$ cat config.mk
export PLATFORM = sky130hd
export DESIGN_NAME = pipelined_shifter
export DESIGN_NICKNAME = d
export VERILOG_FILES = /design/src/rtl/pipelined_shifter.sv
export SDC_FILE = /design/constraint.sdc
export NUM_CORES = 1
export LEC_CHECK = 0
export BUFFER_PORTS_ARGS = -buffer_cell sky130_fd_sc_hd__buf_2
export CAP_MARGIN = 15
export CORE_MARGIN = 10
export CORE_UTILIZATION = 40
export CTS_CLUSTER_SIZE = 25
export DETAILED_ROUTE_END_ITERATION = 10
export GPL_TIMING_DRIVEN = 0
export PLACE_DENSITY = 0.53
export REMOVE_ABC_BUFFERS = 1
export SYNTH_ARGS = -nofsm -noshare
export SYNTH_HDL_FRONTEND = slang
export SYNTH_SLANG_ARGS = --single-unit
$ cat constraint.sdc
create_clock -name clock -period 1.9 [get_ports clock]
set_clock_uncertainty 0.1 [all_clocks]
set_input_delay 0.095 -clock clock [delete_from_list [all_inputs] [get_ports clock]]
set_output_delay 0.095 -clock clock [all_outputs]
set_load 0.02 [all_outputs]
$ cat src/rtl/pipelined_shifter.sv
// pipelined_shifter: SHAMT_W-stage barrel shifter (SLL/SRL/SRA/ROL) behind a
// valid/ready stream with a single global stall and an opaque pass-through tag.
module pipelined_shifter #(
  parameter int WIDTH   = 32,
  parameter int SHAMT_W = $clog2(WIDTH),
  parameter int TAG_W   = 5
) (
  input  logic               clock,
  input  logic               reset,
  input  logic               in_valid,
  output logic               in_ready,
  input  logic [WIDTH-1:0]   in_data,
  input  logic [SHAMT_W-1:0] in_shamt,
  input  logic [1:0]         in_mode,
  input  logic [TAG_W-1:0]   in_tag,
  output logic               out_valid,
  input  logic               out_ready,
  output logic [WIDTH-1:0]   out_data,
  output logic [TAG_W-1:0]   out_tag,
  output logic               busy
);

  localparam int N = SHAMT_W;

  // Stage j keeps only the N-1-j shamt bits still to be consumed; they are
  // packed back to back into one vector, this gives each stage's offset.
  function automatic int shamt_off(input int j);
    int s;
    s = 0;
    for (int i = 0; i < j; i++) s += N - 1 - i;
    return s;
  endfunction

  localparam int SH_BITS = shamt_off(N - 1);

  logic [N-1:0][WIDTH-1:0] data_q, data_d;
  logic [N-1:0][TAG_W-1:0] tag_q, tag_d;
  logic [N-1:0]            valid_q, valid_d;
  logic [N-2:0][1:0]       mode_q, mode_d;
  logic [N-2:0]            sign_q, sign_d;
  logic [SH_BITS-1:0]      shamt_q, shamt_d;
  logic                    adv;

  assign adv       = ~valid_q[N-1] | out_ready;
  assign in_ready  = adv;
  assign out_valid = valid_q[N-1];
  assign out_data  = data_q[N-1];
  assign out_tag   = tag_q[N-1];
  assign busy      = |valid_q;

  for (genvar k = 0; k < N; k++) begin : g_stage
    localparam int AMT     = 1 << (N - 1 - k);
    localparam int OFF_IN  = shamt_off(k - 1);
    localparam int OFF_OUT = shamt_off(k);

    logic [WIDTH-1:0] src_data;
    logic [N-1-k:0]   src_shamt;
    logic [1:0]       src_mode;
    logic             src_sign;
    logic [WIDTH-1:0] shifted;

    if (k == 0) begin : g_head
      assign src_data   = in_data;
      assign src_shamt  = in_shamt;
      assign src_mode   = in_mode;
      assign src_sign   = in_data[WIDTH-1];
      assign tag_d[k]   = in_tag;
      assign valid_d[k] = in_valid & adv;
    end else begin : g_body
      assign src_data   = data_q[k-1];
      assign src_shamt  = shamt_q[OFF_IN +: N-k];
      assign src_mode   = mode_q[k-1];
      assign src_sign   = sign_q[k-1];
      assign tag_d[k]   = tag_q[k-1];
      assign valid_d[k] = valid_q[k-1];
    end

    // SRA fills from the sign captured at entry, not from the partially
    // shifted word, so every stage sees the original operand MSB.
    always_comb begin
      shifted = src_data;
      if (src_shamt[N-1-k]) begin
        case (src_mode)
          2'b00:   shifted = src_data << AMT;
          2'b01:   shifted = src_data >> AMT;
          2'b10:   shifted = (src_data >> AMT) | ({WIDTH{src_sign}} << (WIDTH - AMT));
          default: shifted = (src_data << AMT) | (src_data >> (WIDTH - AMT));
        endcase
      end
    end

    assign data_d[k] = shifted;

    if (k < N - 1) begin : g_side
      assign shamt_d[OFF_OUT +: N-1-k] = src_shamt[N-2-k:0];
      assign mode_d[k]                 = src_mode;
      assign sign_d[k]                 = src_sign;
    end
  end

  always_ff @(posedge clock) begin
    if (reset) begin
      data_q  <= '0;
      tag_q   <= '0;
      valid_q <= '0;
      mode_q  <= '0;
      sign_q  <= '0;
      shamt_q <= '0;
    end else if (adv) begin
      data_q  <= data_d;
      tag_q   <= tag_d;
      valid_q <= valid_d;
      mode_q  <= mode_d;
      sign_q  <= sign_d;
      shamt_q <= shamt_d;
    end
  end

endmodule
Word-level counts from Yosys, hierarchy flattened
Cells that the tools add are included.
{ "classes": {"bitwise_logic": 13, "n_eq_ne": 10, "n_reduce_logical": 6, "muxes": 10} }
{ "op_table": {"columns": ["operator", "n"], "rows": [
  ["$pmux W32 S3", 5],
  ["$mux W32", 5],
  ["$or A16 B32 Y32", 1],
  ["$or A24 B32 Y32", 1],
  ["$or A28 B32 Y32", 1],
  ["$or A30 B32 Y32", 1],
  ["$or A31 B32 Y32", 1],
  ["$or A32 B1 Y32", 1],
  ["$or A32 B16 Y32", 1],
  ["$or A32 B2 Y32", 1],
  ["$or A32 B4 Y32", 1],
  ["$or A32 B8 Y32", 1],
  ["$eq A2 B1 Y1 const B", 5],
  ["$eq A2 B2 Y1 const B", 5],
  ["$logic_not A2 Y1", 5],
  ["$reduce_or A5 Y1", 1],
  ["$and A1 B1 Y1", 1],
  ["$not A1 Y1", 1],
  ["$or A1 B1 Y1", 1]
]} }
{ "totals": {"output_inout_bits": 40, "register_bits": 212, "input_bits": 48, "elab_cells": 56} }

Logic depth before layout (Yosys ltp)
{ "logic_depth": {"depth_word": 3, "ltp_mapped": 7, "mapped_depth_nobuf": 4} }

Worst setup path after synthesis
No wires, ideal clock.
{ "synth_timing": {"path_type": "register to register", "from": "register valid_q[4]", "to": "register data_q, in the netlist g_stage[3].src_data[22]", "required_ns": 1.653, "stages_incl_launch_ff": 7, "path_slack_ns": 0.140, "t_arrival_ns": 1.513, "setup_ns": 0.147, "n_path_buf": 3, "period_less_slack_ns": 1.760, "cell_sequence": "dfxtp_1 > nor2b_1 > buf_2 > clkinv_1 > clkbuf_1 > clkbuf_1 > o32ai_1"} }
{ "synth_between": {"elab_chain_cells": 2} }
{ "synth_lines": {"columns": ["item", "line_no", "source"], "rows": [
  ["from (decl)", "38", "logic [N-1:0] valid_q, valid_d;"],
  ["from (signal assigned)", "112", "valid_q <= valid_d;"],
  ["$not A1 Y1", "44", "assign adv = ~valid_q[N-1] | out_ready;"],
  ["$or A1 B1 Y1", "44", null],
  ["via in_ready", "11", "output logic in_ready,"],
  ["to (signal assigned)", "110", "data_q <= data_d;"],
  ["to (decl)", "36", "logic [N-1:0][WIDTH-1:0] data_q, data_d;"]
]} }
The timed path passes the listed nets, and every way through them passes these cells.
A chain may end at the register's enable or synchronous reset.

Worst setup path in the final report
{ "layout_timing": {"from": "register valid_q[4]", "to": "output port in_ready"} }
{ "layout_between": {"elab_chain_cells": 2} }
{ "layout_lines": {"columns": ["item", "line_no"], "rows": [
  ["$not A1 Y1", "44"],
  ["$or A1 B1 Y1", "44"],
  ["to (decl)", "11"]
]} }
No other way between the ends.

==> run_results.csv <==
group,metric,value,unit
outcome,status,"complete, no violations",
clock_network,numClockSinks,212,
place,gp_congestion,0.746,
power_and_ir_drop,max-vdd-ir-drop,0.000565,V
clock_network,cts_tree,"done",
drt,viasPerCell,5.84,
floorplanning,start_util,40.8,%
setup_path,start_kind,"flop",
setup_path,critPathRequiredTime,1700,ps
power_and_ir_drop,p_clk_share,43.0,%
drt,wl_per_cell,20.2,µm
yosys,async_reset_ff_share,0,%
setup_path,r2r_start,"shamt_q[3]",
yosys,synth_area_leaders,"dfxtp_1, mux2i_1, o32ai_1, nand2_1, o21ai_0",
power_and_ir_drop,p_per_area,820,mW/mm²
place,dpl_worst_slack,-1610,ps
clock_network,clk_latency,530,ps
power_and_ir_drop,switchingPower,2.90,mW
yosys,synthCells,1330,
place,post_dp_cell_area,0.0115,mm²
global_routing,gr-usage-all-layers,19.1,%
timing,rsz0062_at_grt,"yes",
layout,multiInputGateArea,0.00623,mm²
layout,syn2layout_area_growth,21.8,%
flow_run,max_cap_violations,0,
setup_path,rr_endpoint,"g_stage[2].src_data[28]",
floorplanning,core,0.0270,mm²
power_and_ir_drop,swShare,26.3,%
clock_network,cts_buffer_depth,3,
timing,setup_ws,55.3,ps
setup_path,arrival,1650,ps
layout,nets,1440,
clock_network,clk_pin_slew,60,ps
floorplanning,die_x,186,µm
clock_network,root_buffer,"clkbuf_16",
yosys,synth_seq_area_share,38.5,%
global_routing,overflow,0,
clock_network,cts_buffers,25,
hold_path,hold_path.class,"primary input to flop",
place,dp_hpwl,18.5,mm
setup_path,cp-endpoint,"in_ready",
yosys,syn_area_per_cell,8.29,µm²
timing,fmax,542,MHz
timing,hold_viol,0,
clock_network,htreeDepth,1,
layout,fillerInstances,2582,
global_routing,grt_antenna_before_repair,0,
drt,first_pass_iters,4,
power_and_ir_drop,power.total,11.0,mW
timing,drv_slew,0,
timing,min_period,1840,ps
floorplanning,dieArea,0.0346,mm²
timing,worstMarginPinSlew,1140,ps
drt,drt_iter0_drc,782,
drt,via_count,10200,
timing,report.final.setup_viol,0,
setup_path,cp-startpoint,"valid_q[4]",
layout,drive_above_1_share,16.5,%
layout,register_area,0.00427,mm²
power_and_ir_drop,leakagePower,5.21,nW
yosys,synth_ff_type,"dfxtp_1",
place,portBuffers,87,
floorplanning,rows,60,
drt,ant_nets,0,
yosys,yosysUniqueCellTypes,42,
yosys,yosysTopAreaCell,"dfxtp_1",
yosys,yosys_warnings,0,
timing,hold_ws,70.1,ps
floorplanning,io_pins,88,
floorplanning,die_y,186,µm
global_routing,grt_pass1_vias,9818,
yosys,ys_ff_latch,212,
power_and_ir_drop,pwr-share-comb,11.8,%
setup_path,path_max_fanout,18,
drt,drc,0,
power_and_ir_drop,cell_internal_pwr,8.11,mW
layout,final_cell_area,0.0134,mm²
yosys,synth_top_area_share,38.5,%
setup_path,end_kind,"output port",
global_routing,grt_pass1_wl,54.5,mm
timing,relSlewSlack,23.8,%
yosys,netlist_area,0.0110,mm²
global_routing,grt_max_degree,136,
power_and_ir_drop,p_seq_share,45.2,%
yosys,synth_edf_count,0,
setup_path,r2r_cells,4,
setup_path,reg2reg_slack,110,ps
layout,antennaDiodeCount,0,
drt,finalWirelength,35.4,mm
timing,min_period_over_period,97.1,%
setup_path,critPathKind,"flop to output port",
critical path: stages, from the launching register on:
cell and delay (ps):
dfxtp_4 350, nor2b_4 170, buf_12 160, clkinv_16 110
buf_16 180, buf_8 130
cells by family (layout without fill, tap and decap cells):
logic type / Yosys count / after routing / share of synthesized area (%)
AO/OA/AOI/OAI: 359 / 359 / 22.6
buffers and inverters: 154 / 232 / 6.14
XOR/XNOR: 6 / 8 / 0.886
AND/OR/NAND/NOR: 491 / 492 / 21.7
flip-flops: 212 / 212 / 38.5
multiplexers: 108 / 108 / 10.1
stage by stage:
step	util (%)	TNS, ps	cells
finish	49.7	0	1752
global route	49.7	-10.1	1752
CTS	48.7	-1620	1736
detailed placement	42.6	-229220	1624
global placement	41.6	-3544130	1614
floorplan	-	-2071310	1186
power by group through the flow:
| stage | combinational, mW | clock [mW] | sequential (mW) |
|---|---|---|---|
| 4_1_cts | 1.26 | 4.85 | 4.98 |
| 3_5_place_dp | 1.13 | 0 | 5.07 |
| 6_report | 1.30 | 4.73 | 4.98 |
| 2_1_floorplan | 0.712 | 0 | 4.99 |
| 5_1_grt | 1.42 | 5.03 | 5.01 |
| 3_3_place_gp | 1.09 | 0 | 5.08 |
layout make-up:
type	count	share of cell area, %
multi-input combinational	967	46.4
timing repair inverter	6	0.457
tap	341	3.18
timing repair buffer	170	11.5
sequential	212	31.8
inverter	10	0.541
clock buffer	40	5.83
clock inverter	6	0.270
metal layers:
layer,GRT usage [%],vias up,routed length [µm]
met5,0,-,0
met3,2.48,30,1710
li1,-,5008,-
met2,30.9,240,16400
met1,26.6,4945,16700
met4,3.55,0,468
repair_timing:
action | in CTS | in global routing
buffers inserted | 5 | 11
cloned | 9 | 5
pin swaps | 3 | 3
endpoints found under the setup margin | 210 | 88
hold buffers | 52 | 0
gates resized for setup | 21 | 15
hold endpoints to repair | 65 | 0
sequential cells by signal (all words and copies together), names as in the netlist:
name              count
g_stage.src_data    128
out_data             32
tag_d                20
shamt_q              10
g_stage.src_mode      8
out_tag               5
valid_q               5
sign_q                4
worst min-delay path by stage:
stage	end	cells after the start	start	slack, ps
5_1_grt	tag_d[21]	6	out_ready	100
2_1_floorplan	g_stage[1].src_mode[0]	1	reset	60
3_3_place_gp	tag_d[9]	3	in_tag[4]	240
6_report	shamt_q[8]	3	reset	70
4_1_cts	shamt_q[3]	6	out_ready	70
3_5_place_dp	valid_q[0]	3	in_valid	250
Yosys cell counts, drive strengths merged, types with 24 or more instances:
cell,n
dfxtp,212
nand2,212
o21ai,116
clkbuf,103
o32ai,92
mux2i,82
nand2b,61
a21oi,51
nor2,49
a221oi,48
nor3,44
buf,41
or2b,35
or3,32
mux2,26
and3,24
placed cells by master (no fill, tap or decap), types with 32 or more instances in the layout:
master and count:
a21oi_1 51, a221oi_1 48, buf_2 85, dfxtp_1 202, dlygate4sd3_1 49, mux2i_1 82
nand2_1 212, nand2b_1 61, nor2_1 49, nor3_1 44, o21ai_0 116, o32ai_1 92
or2b_1 35, or3_1 32
No activity file was read; power rests on OpenSTA's default activity.
